$ cat config.mk
export PLATFORM = sky130hd
export DESIGN_NAME = conv_window_gen
export DESIGN_NICKNAME = d
export VERILOG_FILES = /design/src/rtl/conv_window_gen.sv
export SDC_FILE = /design/constraint.sdc
export NUM_CORES = 1
export LEC_CHECK = 0
export BUFFER_PORTS_ARGS = -buffer_cell sky130_fd_sc_hd__buf_2
export CAP_MARGIN = 20
export CORE_UTILIZATION = 51
export CTS_BUF_LIST = sky130_fd_sc_hd__clkbuf_4 sky130_fd_sc_hd__clkbuf_8
export CTS_CLUSTER_DIAMETER = 200
export CTS_CLUSTER_SIZE = 14
export DETAILED_ROUTE_END_ITERATION = 12
export PLACE_DENSITY = 0.7
export SLEW_MARGIN = 20
export SYNTH_ARGS = -nofsm -noshare
export SYNTH_HDL_FRONTEND = slang
export SYNTH_SLANG_ARGS = --single-unit
$ cat constraint.sdc
create_clock -name clk -period 5.45 [get_ports clk]
set_input_delay 0.545 -clock clk [delete_from_list [all_inputs] [get_ports clk]]
set_output_delay 0.545 -clock clk [all_outputs]
set_load 0.01 [all_outputs]
$ cat src/rtl/conv_window_gen.sv
// conv_window_gen: streaming sliding-window generator for conv2d.
// Pixels arrive one per handshake in raster order. KH-1 line buffers hold the
// previous rows; a KH x KW window register slides left one column per pixel,
// and a registered patch is emitted for every full stride-1 window position.
module conv_window_gen #(
  parameter int IN_CH      = 1,
  parameter int KH         = 3,
  parameter int KW         = 3,
  parameter int DATA_WIDTH = 16,
  parameter int IMG_W      = 8,
  parameter int IMG_H      = 8,
  localparam int RW = ($clog2(IMG_H) > 1) ? $clog2(IMG_H) : 1,
  localparam int CW = ($clog2(IMG_W) > 1) ? $clog2(IMG_W) : 1
) (
  input  logic                         clk,
  input  logic                         rst_n,
  input  logic                         in_valid,
  output logic                         in_ready,
  input  logic signed [DATA_WIDTH-1:0] in_pix    [IN_CH],
  output logic                         out_valid,
  input  logic                         out_ready,
  output logic signed [DATA_WIDTH-1:0] out_patch [IN_CH][KH][KW],
  output logic        [RW-1:0]         out_row,
  output logic        [CW-1:0]         out_col,
  output logic                         out_last
);

  // Keep at least one buffer slot so the array is legal when KH == 1.
  localparam int LB_N = (KH > 1) ? KH - 1 : 1;

  logic [RW-1:0] row_q, row_d;
  logic [CW-1:0] col_q, col_d;

  logic signed [DATA_WIDTH-1:0] lb_q        [LB_N][IMG_W][IN_CH];
  logic signed [DATA_WIDTH-1:0] win_q       [IN_CH][KH][KW];
  logic signed [DATA_WIDTH-1:0] win_sh      [IN_CH][KH][KW];
  logic signed [DATA_WIDTH-1:0] out_patch_q [IN_CH][KH][KW];

  logic          out_valid_q, out_valid_d;
  logic          out_last_q, out_last_d;
  logic [RW-1:0] out_row_q, out_row_d;
  logic [CW-1:0] out_col_q, out_col_d;

  logic accept;
  logic emit;
  logic col_end;
  logic row_end;

  // Single output register without skid: a new pixel may only enter when the
  // held patch is gone or being taken this cycle.
  assign in_ready = !out_valid_q || out_ready;
  assign accept   = in_valid && in_ready;
  assign col_end  = (col_q == CW'(IMG_W - 1));
  assign row_end  = (row_q == RW'(IMG_H - 1));
  // The row gate masks stale line data at frame start; the column gate
  // flushes stale window columns left over from the previous row.
  assign emit     = accept && (row_q >= RW'(KH - 1)) && (col_q >= CW'(KW - 1));

  // Window shifted by one column, new right column = {line buffers oldest first, in_pix}.
  always_comb begin
    win_sh = win_q;
    for (int c = 0; c < IN_CH; c++) begin
      for (int ky = 0; ky < KH; ky++) begin
        for (int kx = 0; kx < KW - 1; kx++) begin
          win_sh[c][ky][kx] = win_q[c][ky][kx+1];
        end
      end
      for (int ky = 0; ky < KH - 1; ky++) begin
        win_sh[c][ky][KW-1] = lb_q[ky][col_q][c];
      end
      win_sh[c][KH-1][KW-1] = in_pix[c];
    end
  end

  // Position counters and output-register next state.
  always_comb begin
    row_d       = row_q;
    col_d       = col_q;
    out_valid_d = out_valid_q && !out_ready;
    out_last_d  = out_last_q;
    out_row_d   = out_row_q;
    out_col_d   = out_col_q;
    if (accept) begin
      if (col_end) begin
        col_d = '0;
        row_d = row_end ? '0 : row_q + RW'(1);
      end else begin
        col_d = col_q + CW'(1);
      end
    end
    if (emit) begin
      out_valid_d = 1'b1;
      out_row_d   = row_q - RW'(KH - 1);
      out_col_d   = col_q - CW'(KW - 1);
      out_last_d  = row_end && col_end;
    end
  end

  // Control and position registers.
  always_ff @(posedge clk or negedge rst_n) begin
    if (!rst_n) begin
      row_q       <= '0;
      col_q       <= '0;
      out_valid_q <= 1'b0;
      out_last_q  <= 1'b0;
      out_row_q   <= '0;
      out_col_q   <= '0;
    end else begin
      row_q       <= row_d;
      col_q       <= col_d;
      out_valid_q <= out_valid_d;
      out_last_q  <= out_last_d;
      out_row_q   <= out_row_d;
      out_col_q   <= out_col_d;
    end
  end

  // Registered patch: loads the freshly shifted window when a position completes.
  always_ff @(posedge clk or negedge rst_n) begin
    if (!rst_n) begin
      for (int c = 0; c < IN_CH; c++) begin
        for (int ky = 0; ky < KH; ky++) begin
          for (int kx = 0; kx < KW; kx++) begin
            out_patch_q[c][ky][kx] <= '0;
          end
        end
      end
    end else if (emit) begin
      out_patch_q <= win_sh;
    end
  end

  // Window storage; its contents are only observed through gated patches.
  always_ff @(posedge clk) begin
    if (accept) begin
      win_q <= win_sh;
    end
  end

  generate
    if (KH > 1) begin : g_lb
      // Line buffers: the column at col shifts up, newest row enters at the top.
      always_ff @(posedge clk) begin
        if (accept) begin
          for (int c = 0; c < IN_CH; c++) begin
            for (int k = 0; k < KH - 2; k++) begin
              lb_q[k][col_q][c] <= lb_q[k+1][col_q][c];
            end
            lb_q[KH-2][col_q][c] <= in_pix[c];
          end
        end
      end
    end else begin : g_no_lb
      // Single-row window needs no history.
      always_comb begin
        for (int x = 0; x < IMG_W; x++) begin
          for (int c = 0; c < IN_CH; c++) begin
            lb_q[0][x][c] = '0;
          end
        end
      end
    end
  endgenerate

  assign out_valid = out_valid_q;
  assign out_last  = out_last_q;
  assign out_row   = out_row_q;
  assign out_col   = out_col_q;
  assign out_patch = out_patch_q;

endmodule

# After elaboration in Yosys (flattened, before gate mapping)
# Memories as Yosys holds them, arrays and structs flattened.
# Index checks and enable logic that the tools add are counted.
[op_classes]
addsub = 4
n_lt_le_gt_ge = 4
n_eq_ne = 2
mux = 13
bitwise_logic = 1
reduce_logical = 10
[op_table]
columns = ["op", "count"]
rows = [
  ["$mux 128", 1],
  ["$bmux 16 s3", 2],
  ["$mux 16", 5],
  ["$demux 16 s3", 1],
  ["$add 3x1->3 const B", 2],
  ["$eq 3x3->1 const B", 2],
  ["$ge 3x2->1 const B", 2],
  ["$logic_and 1x1->1", 6],
  ["$mux 3", 2],
  ["$sub 3x2->3 const B", 2],
  ["$ge 4x4->1 const B", 1],
  ["$lt 4x1->1 const B", 1],
  ["$not 3->4", 1],
  ["$logic_not 1->1", 2],
  ["$mux 1", 2],
  ["$reduce_and 2->1", 1],
  ["$logic_or 1x1->1", 1],
]
[word_totals]
register_bits = 254
ram_bits = 256
in_bits = 20
out_inout_bits = 153
elab_cells = 56
mem_count = 1
[memory_table]
columns = ["name", "depth", "word_bits", "read_ports", "rd_ports_with_merged_regs", "write_ports", "line_no", "rtl"]
rows = [
  ["lb_q", 2, 128, 2, 0, 2, "34", "logic signed [DATA_WIDTH-1:0] lb_q [LB_N][IMG_W][IN_CH];"],
]

# Depth between registers and ports, before layout
# Gate-level depths: netlist (run 1).
[logic_depth]
ltp_word = 6
ltp_mapped = 9
depth_no_buf = 5

# Worst setup path before layout (run 1)
# No wires, ideal clock.
[synth_path]
kind = "in2reg"
startpoint = "input out_ready"
endpoint = "memory lb_q[0][0] in the netlist's numbering, enable pin"
setup_time_ns = 0.392
t_arrival_ns = 4.107
t_required_ns = 5.058
setup_slack_ns = 0.950
cell_stages = 6
n_path_buf = 1
path_cell_list = "nor2b_1 -> clkbuf_1 -> inv_1 -> nand2_1 -> inv_1 -> and3_1"
[synth_rtl]
columns = ["item", "line_no", "rtl"]
rows = [
  ["start, declared", "21", "input logic out_ready,"],
  ["end, declared", "34", ""],
]

# Worst setup path after layout (run 1)
[layout_path]
startpoint = "register out_valid_q (netlist: out_valid)"
endpoint = "register out_patch_q (netlist bit out_patch[17])"
[layout_between]
elab_chain_len = 5
[layout_lines]
columns = ["item", "line_no", "rtl"]
rows = [
  ["start, declared", "39", "logic out_valid_q, out_valid_d;"],
  ["start signal, assigned", "111", "out_valid_q <= out_valid_d;"],
  ["$logic_not 1->1", "51", "assign in_ready = !out_valid_q || out_ready;"],
  ["$logic_or 1x1->1", "51", ""],
  ["$logic_and 1x1->1", "52", "assign accept = in_valid && in_ready;"],
  ["$logic_and 1x1->1 (2 in a row)", "57", "assign emit = accept && (row_q >= RW'(KH - 1)) && (col_q >= CW'(KW - 1));"],
  ["end signal, assigned", "129", "out_patch_q <= win_sh;"],
  ["end, declared", "37", "logic signed [DATA_WIDTH-1:0] out_patch_q [IN_CH][KH][KW];"],
]
# Every way passes these cells.
# A chain may end at the register's enable or synchronous reset.

==> flow_summary.json, run 1 <==
{
  "gp_congestion": 0.7535,
  "drt-pass1-iter-count": 5,
  "postCtsHoldBufs": 1,
  "antenna_found_initial": 0,
  "drc": 0,
  "yosysWarnings": 0,
  "core_area_mm2": 0.03670,
  "slew_viol_final": 0,
  "synth_nets": 1054,
  "detail-route-antenna-nets": 0,
  "netlist_area_mm2": 0.01909,
  "hold_viol_final": 0,
  "dr.first_iter.drc_count": 598,
  "p_seq_share_pct": 50.1,
  "endpoint_kind": "flip-flop",
  "critical_path.max_fanout": 95,
  "status": "complete, no violations",
  "vias": 9573,
  "power.internal_w": 0.008386,
  "finalCritPeriodShare_pct": 58.38,
  "dp_hpwl_um": 22730,
  "area_growth_pct": 11.84,
  "yosysUniqueCellTypes": 26,
  "p_leak_nw": 8.235,
  "synth.most_common_cell": "edfxtp_1",
  "grt_pass1_wl_um": 56670,
  "skew_ns": 0.03205,
  "fp.dieW_um": 195.5,
  "io_buffers": 172,
  "synthArstFlopShare_pct": 30.98,
  "synth_commonest_cells": "edfxtp_1, dfrtp_1, mux2_2, o31ai_1, mux2i_1",
  "cts_resized": 0,
  "max_freq_mhz": 314.3,
  "cp.arrival_ns": 3.65,
  "htree_levels": 2,
  "ios": 173,
  "syn_avg_cell_area_um2": 18.64,
  "post_drt_wl_per_cell_um": 22.00,
  "start_util_pct": 52.02,
  "crit_required_ns": 5.92,
  "relSlewSlack_pct": 32.20,
  "setup_tns_ns": 0,
  "hold-worst-slack_ns": 0.2449,
  "final.min_clock_period_ns": 3.182,
  "die_area_mm2": 0.03821,
  "synth-seq-cells": 510,
  "drt_wl_total_um": 37530,
  "drv_cap": 0,
  "finalSetupViolations": 0,
  "syn-instance-count": 1024,
  "viasPerCell": 5.611,
  "grt_pass1_vias": 9397,
  "finalWorstSetupSlack_ns": 2.268,
  "cts_root_buf": "clkbuf_8",
  "place_ws_ns": 1.987,
  "p_sw_share_pct": 33.00,
  "synth_top_flop_cell": "edfxtp_1",
  "grtUsageTotal_pct": 19.65,
  "antenna_cells": 0,
  "p_per_area_mw_per_mm2": 586.3,
  "synth_top_area_share_pct": 55.37,
  "synth_seq_area_share_pct": 76.08,
  "r2r_setup_slack_ns": 2.27,
  "cts_tree": "built",
  "p_clk_share_pct": 17.1,
  "yosysTopAreaCell": "edfxtp_1",
  "path_class": "reg2reg",
  "finalNetCount": 1236,
  "die_h_um": 195.5,
  "hold_class": "in2reg",
  "rows": 70,
  "clk_pin_slew_ns": 0.10,
  "cts_sinks": 510,
  "worstSetupStartpointType": "flip-flop",
  "clock_path_buffers": 3,
  "clock_latency_ns": 0.60,
  "yosys-top-cells-area": "edfxtp_1, dfrtp_1, mux2_2",
  "worst_pin_slew_ns": 1.015,
  "grt_max_degree": 96,
  "fillers": 2767,
  "rsz0062_at_grt": "false",
  "cts_buffers": 42,
  "cts_post_setup_buffers_inserted": 0,
  "p_switching_w": 0.004130,
  "synth_edf_count": 352,
  "overflow": 0,
  "drive_above_1_share_pct": 37.16,
  "ir_worst_vdd_mv": 0.3035,
  "p_comb_share_pct": 32.8
}
metrics by stage:
stage               cell area [µm²]  std cells  total power [W]  util, %
global route                  21350       1706          0.01313    58.18
CTS                           21330       1706          0.01262    58.13
detailed placement            20480       1629          0.01049    55.81
finish                        21350       1706          0.01252    58.18
floorplan                     19090       1024         0.008885        -
global placement              20480       1629          0.01034    55.81
cells in the final DEF (no fill, tap or decap), types with 2 or more instances in the layout:
master	count
buf_4	20
buf_6	2
nand3_1	2
inv_1	6
o22ai_1	32
dfrtp_1	157
edfxtp_1	352
o31ai_1	67
ha_1	10
mux2_1	4
buf_2	171
nor3b_4	2
nor2b_2	2
mux2i_1	65
nor3b_2	2
a22o_1	32
nor2_1	34
and3_1	4
o21ai_0	5
clkbuf_4	30
clkbuf_8	43
mux2_4	40
inv_6	3
mux2_2	139
nand2_1	4
critical path, cell delays in order (launching register included):
cell     delay [ns]
dfrtp_1        0.34
nor2b_2        0.58
buf_4          0.45
or3_4          0.64
buf_12         0.53
mux2_2         0.40
flip-flops by register name, summed over array words and instances, names as in the netlist:
signal and flops:
out_col 3, lb_q 256, win_q 96, out_valid 1, out_row 3, col_q 3, out_patch 144, out_last 1
row_q 3
area by class of cell:
cell class              instances  area [µm²]  area share [%]
flip-flops and latches        510       14530           68.05
multi-input cells             450        4305           20.17
repair buffers                195        1059           4.958
clock buffers                  73       817.0           3.827
well taps                     468       585.6           2.743
inverters                       7       28.78          0.1348
clock inverters                 3       26.28          0.1231
cell families (layout without fill, tap and decap cells):
group,count (synthesis),in the layout,synth area share [%]
multiplexers,248,248,14.99
adder cells (fa/ha/maj),10,10,0.6554
AND/OR/NAND/NOR,56,56,1.350
buffers and inverters,64,278,1.639
flip-flops,510,510,76.08
AO/OA/AOI/OAI,136,136,5.283
path summary, 6_finish.rpt:
path / start / end / cells after the start
worst max-delay path: out_valid / out_patch[17] / 5
worst min-delay path: in_pix[9] / lb_q[0][137] / 1
worst max register to register: out_valid / out_patch[17] / 5
worst min register to register: win_q[15] / win_q[31] / 0
max in group asynchronous: rst_n / col_q[0] / 3
min in group asynchronous: rst_n / out_patch[121] / 2
metal layers:
layer | global-route usage, % | share of wire, % | vias up
met3 | 3.523 | 6.1 | 58
met4 | 6.037 | 2.3 | 0
li1 | - | - | 4327
met5 | 0 | 0 | -
met2 | 31.16 | 48 | 325
met1 | 27.88 | 44 | 4863
power by group through the flow:
stage	Sequential, W	Combinational, W	Clock, W
2_1_floorplan	0.00639	0.00250	0
5_1_grt	0.00639	0.00442	0.00233
3_3_place_gp	0.00632	0.00402	0
3_5_place_dp	0.00636	0.00413	0
4_1_cts	0.00628	0.00414	0.00220
6_report	0.00627	0.00411	0.00214
Note: power is estimated with default switching activity, not from simulation.
==> run 2, diff against run 1 <==
clock period = 3.3 ns   (was 5.45 ns; I/O delays follow)
==> run 2 against run 1 <==
  * Clock power is 68% higher
  * Critical path depth shrank 1
  * Wire length grew 3.7%
  * Power grew 68%
  * First-iteration DRC count is 21% higher
  * Combinational power increased by 77%
  * Flip-flop and latch count stayed put
  * Sequential share of layout area is 1.1 points lower
  * Clock skew is 0.0049 ns higher
  * Register-to-register slack got worse by 1.3 ns
  * Non-clock buffer count grew 28
  * Largest power group unchanged
==> flow_summary.json, run 2 (same netlist as run 1, synthesis figures left out) <==
{
  "final.min_clock_period_ns": 2.324,
  "core_area_mm2": 0.03670,
  "vias": 9724,
  "clk_pin_slew_ns": 0.09,
  "path_class": "reg2reg",
  "relSlewSlack_pct": 39.90,
  "grt_pass1_wl_um": 59350,
  "detail-route-antenna-nets": 0,
  "slew_viol_final": 0,
  "setup_tns_ns": 0,
  "grt_max_degree": 101,
  "skew_ns": 0.03699,
  "htree_levels": 2,
  "viasPerCell": 5.605,
  "status": "complete, no violations",
  "antenna_cells": 0,
  "finalNetCount": 1264,
  "finalSetupViolations": 0,
  "cts_sinks": 510,
  "largest_register": "lb_q",
  "antenna_found_initial": 0,
  "area_growth_pct": 13.62,
  "dp_hpwl_um": 21800,
  "p_leak_nw": 8.394,
  "io_buffers": 172,
  "overflow": 0,
  "crit_required_ns": 3.54,
  "ios": 173,
  "grt_pass1_vias": 9620,
  "gp_congestion": 0.7461,
  "cp.arrival_ns": 2.56,
  "hold_viol_final": 0,
  "worst_pin_slew_ns": 0.9016,
  "critical_path.max_fanout": 49,
  "start_util_pct": 52.02,
  "clock_latency_ns": 0.62,
  "endpoint_kind": "flip-flop",
  "die_area_mm2": 0.03821,
  "final_util_pct": 59.10,
  "layout_commonest_cell": "edfxtp_1",
  "post_drt_wl_per_cell_um": 22.44,
  "cts_tree": "built",
  "finalCritPeriodShare_pct": 70.41,
  "largest_reg_flops": 256,
  "cts_buffers": 42,
  "drive_above_1_share_pct": 38.44,
  "clock_path_buffers": 3,
  "worstSetupStartpointType": "flip-flop",
  "rsz0062_at_grt": "false",
  "fp.dieW_um": 195.5,
  "drt_wl_total_um": 38930,
  "die_h_um": 195.5,
  "cts_root_buf": "clkbuf_8",
  "max_freq_mhz": 430.4,
  "finalPower_w": 0.02108,
  "rows": 70,
  "p_per_area_mw_per_mm2": 971.8,
  "drc": 0,
  "final_cell_mix": "edfxtp_1, buf_2, dfrtp_1",
  "dr.first_iter.drc_count": 723,
  "grtUsageTotal_pct": 20.80,
  "hold_class": "in2reg",
  "ir_worst_vdd_mv": 0.5512,
  "drv_cap": 0,
  "drt-pass1-iter-count": 5
}
-- run 2: changes by cell type in the layout (fill, tap and decap cells not counted), moves of 2 or more --
| cell | before | now |
|---|---|---|
| buf_4 | 20 | 34 |
| clkbuf_8 | 43 | 46 |
| and3_2 | 0 | 4 |
| inv_6 | 3 | 1 |
| and3_1 | 4 | 0 |
| dlygate4sd3_1 | 1 | 8 |
| buf_6 | 2 | 0 |
| nor3b_2 | 2 | 4 |
| nor3b_4 | 2 | 0 |
| buf_12 | 1 | 8 |
-- run 2: per-layer routing --
metal  GRT usage, %  routed length (µm)
met2          32.66               18400
met1          29.88               17570
met5              0                   0
met3          4.283                2312
met4          5.220                 646
-- run 2: metrics by stage --
step           area [µm²]  setup WS [ns]  hold WS, ns  cells
2_1_floorplan       19100        -0.5914      0.03441   1024
3_3_place_gp        20720         0.7949       0.4260   1649
3_5_place_dp        20720         0.7600       0.4326   1649
4_1_cts             21660         0.7350     0.002895   1734
5_1_grt             21690         0.8793      0.02962   1735
6_report            21690         0.9764      0.04187   1735
-- run 2: worst max-delay path, cell delays in order, from the launching register on --
cell and delay (ns):
dfrtp_4 0.65, buf_16 0.29, buf_4 0.28, nor3b_2 0.18, buf_4 0.49
-- run 2: what timing repair did --
action | CTS | global route
setup buffers | 0 | 0
gates resized for setup | 0 | 0
hold buffers | 8 | 0
endpoints found under the hold margin | 146 | 0
-- run 2: final cells by class --
type	instances	area (µm²)
fillers	2682	15010
flip-flops and latches	510	14530
multi-input cells	450	4293
repair buffers	223	1393
clock buffers	76	852.1
well taps	468	585.6
inverters	7	30.03
clock inverters	1	8.758
-- run 2: where the power goes --
part	internal, W	switching, W
combinational	0.00324	0.00402
clock	0.00162	0.00198
sequential	0.00931	0.000899
total	0.0142	0.00690
-- run 2: path summary, 6_finish.rpt --
kind | from | end | slack (ns) | cells after the start
max in group asynchronous | rst_n | out_patch[109] | 2.08 | 3
max | col_q[0] | lb_q[0][218] | 0.98 | 4
max reg2reg | col_q[0] | lb_q[0][218] | 0.98 | 4
min | in_pix[1] | win_q[1] | 0.04 | 1
min reg2reg | win_q[6] | win_q[22] | 0.45 | 0
min in group asynchronous | rst_n | out_patch[47] | 0.38 | 2
==> run 3, diff against run 2 <==
clock period = 2.3 ns   (was 3.3 ns; I/O delays follow)
==> run 3 against run 2 <==
  * The flow now finishes with violations (setup timing)
  * Utilization grew 0.64 points
  * Combinational power up 47%
  * Count of clock-buffer cells in the layout down 2
  * Global-route usage decreased by 0.20 points
  * Worst setup slack got worse by 0.98 ns
  * Flip-flop and latch count stayed put
  * Power is 44% higher
  * Clock power up 42%
  * Critical path type unchanged
==> flow_summary.json, run 3 (same netlist as run 1, synthesis figures left out) <==
{
  "status": "finished with violations",
  "violations": "setup timing",
  "viasPerCell": 5.639,
  "final.min_clock_period_ns": 2.301,
  "overflow": 0,
  "dr.first_iter.drc_count": 685,
  "cp.arrival_ns": 2.56,
  "io_buffers": 172,
  "area_growth_pct": 14.85,
  "p_comb_share_pct": 35.3,
  "drc": 0,
  "finalNetCount": 1276,
  "power.internal_w": 0.02034,
  "layout_commonest_cell": "edfxtp_1",
  "slew_viol_final": 0,
  "drt_wl_total_um": 38890,
  "r2r-end": "win_q[55]",
  "htree_levels": 2,
  "place_ws_ns": 0.05026,
  "largest_reg_flops": 256,
  "cts_buffers": 42,
  "p_per_area_mw_per_mm2": 1384,
  "p_seq_share_pct": 47.9,
  "regToRegStartpoint": "col_q[0]",
  "clock_latency_ns": 0.62,
  "path_class": "reg2reg",
  "finalPower_w": 0.03035,
  "skew_ns": 0.01789,
  "dpl_cell_area_mm2": 0.02088,
  "post_drt_wl_per_cell_um": 22.28,
  "cts_root_buf": "clkbuf_8",
  "endpoint_kind": "flip-flop",
  "worstSetupStartpointType": "flip-flop",
  "p_clk_share_pct": 16.9,
  "clk_pin_slew_ns": 0.09,
  "drv_cap": 0,
  "cts_tree": "built",
  "rows": 70,
  "crit_required_ns": 2.56,
  "p_switching_w": 0.01001,
  "core_area_mm2": 0.03670,
  "finalSetupViolations": 1,
  "final_cell_mix": "edfxtp_1, buf_2, dfrtp_1",
  "die_h_um": 195.5,
  "dp.cells": 1651,
  "grt_pass1_vias": 9971,
  "critical_path.max_fanout": 23,
  "hold-worst-slack_ns": 0.1358,
  "worstRegToRegCells": 4,
  "ir_worst_vdd_mv": 0.8235,
  "start_util_pct": 52.02,
  "max_freq_mhz": 434.6,
  "cts_sinks": 510,
  "vias": 9846,
  "final_cells": 1746,
  "rsz0062_at_grt": "false",
  "detail-route-antenna-nets": 0,
  "drive_above_1_share_pct": 38.42,
  "drt-pass1-iter-count": 5,
  "hold_class": "in2async",
  "fp.dieW_um": 195.5,
  "die_area_mm2": 0.03821,
  "dp_hpwl_um": 22610,
  "finalWorstSetupSlack_ns": -0.0009419,
  "grtUsageTotal_pct": 20.60,
  "finalCritPeriodShare_pct": 100.0,
  "ios": 173,
  "largest_register": "lb_q",
  "r2r_setup_slack_ns": -0.0009,
  "antenna_found_initial": 0,
  "fin_area_mm2": 0.02192,
  "worst_pin_slew_ns": 1.125,
  "p_leak_nw": 8.483,
  "gp_congestion": 0.7518,
  "hold_viol_final": 0,
  "antenna_cells": 0,
  "grt_pass1_wl_um": 59330,
  "relSlewSlack_pct": 24.73,
  "clock_path_buffers": 3,
  "p_sw_share_pct": 32.99,
  "grt_max_degree": 100
}
## run 3: final cells by class
cell class / count / area (µm²)
clock buffer: 74 / 824.5
clock inverter: 2 / 16.27
fill: 2767 / 14770
inverter: 7 / 32.53
multi-input combinational: 450 / 4335
sequential: 510 / 14530
tap: 468 / 585.6
timing repair buffer: 235 / 1600
## run 3: layer usage
layer / vias up / track usage, % / share of wire (%)
met5: - / 0 / 0
met4: 0 / 7.845 / 3.1
met3: 68 / 3.592 / 5.7
met2: 310 / 32.41 / 47
met1: 5064 / 28.90 / 44
li1: 4404 / - / -
## run 3: power by group through the flow
stage          logic, W  registers (W)  clock network, W
2_1_floorplan   0.00595         0.0151                 0
3_3_place_gp     0.0105         0.0146                 0
3_5_place_dp     0.0107         0.0147                 0
4_1_cts          0.0108         0.0146           0.00528
5_1_grt          0.0114         0.0148           0.00558
6_report         0.0107         0.0145           0.00512
## run 3: metrics by stage
step / utilization (%) / setup TNS [ns]
final: 59.74 / -0.0009419
after global routing: 59.74 / 0
after global placement: 56.91 / 0
after detailed placement: 56.91 / 0
after floorplan: - / -224.99
after CTS: 59.72 / 0
## run 3: worst max-delay path by stage
stage	from	to	slack, ns	depth (start not counted)
after floorplan	out_valid	lb_q[0][0]	-0.96	6
after global placement	col_q[0]	win_q[62]	0.12	5
after detailed placement	col_q[0]	win_q[55]	0.05	4
after CTS	col_q[0]	win_q[55]	0.02	4
after global routing	col_q[0]	win_q[55]	0.01	4
final	col_q[0]	win_q[55]	-0.0009	4
## run 3: critical path, stage by stage, from the launching register on
cell     delay, ns
dfrtp_4       0.51
buf_12        0.18
mux2i_1       0.13
a22o_1        0.25
nor2_1        0.85
## run 3: timing repair
item | 4_1_cts | 5_1_grt
gates resized for setup | 0 | 4
hold buffers | 19 | 0
endpoints found under the setup margin | 0 | 65
setup buffers | 0 | 0
hold endpoints to repair | 225 | 0
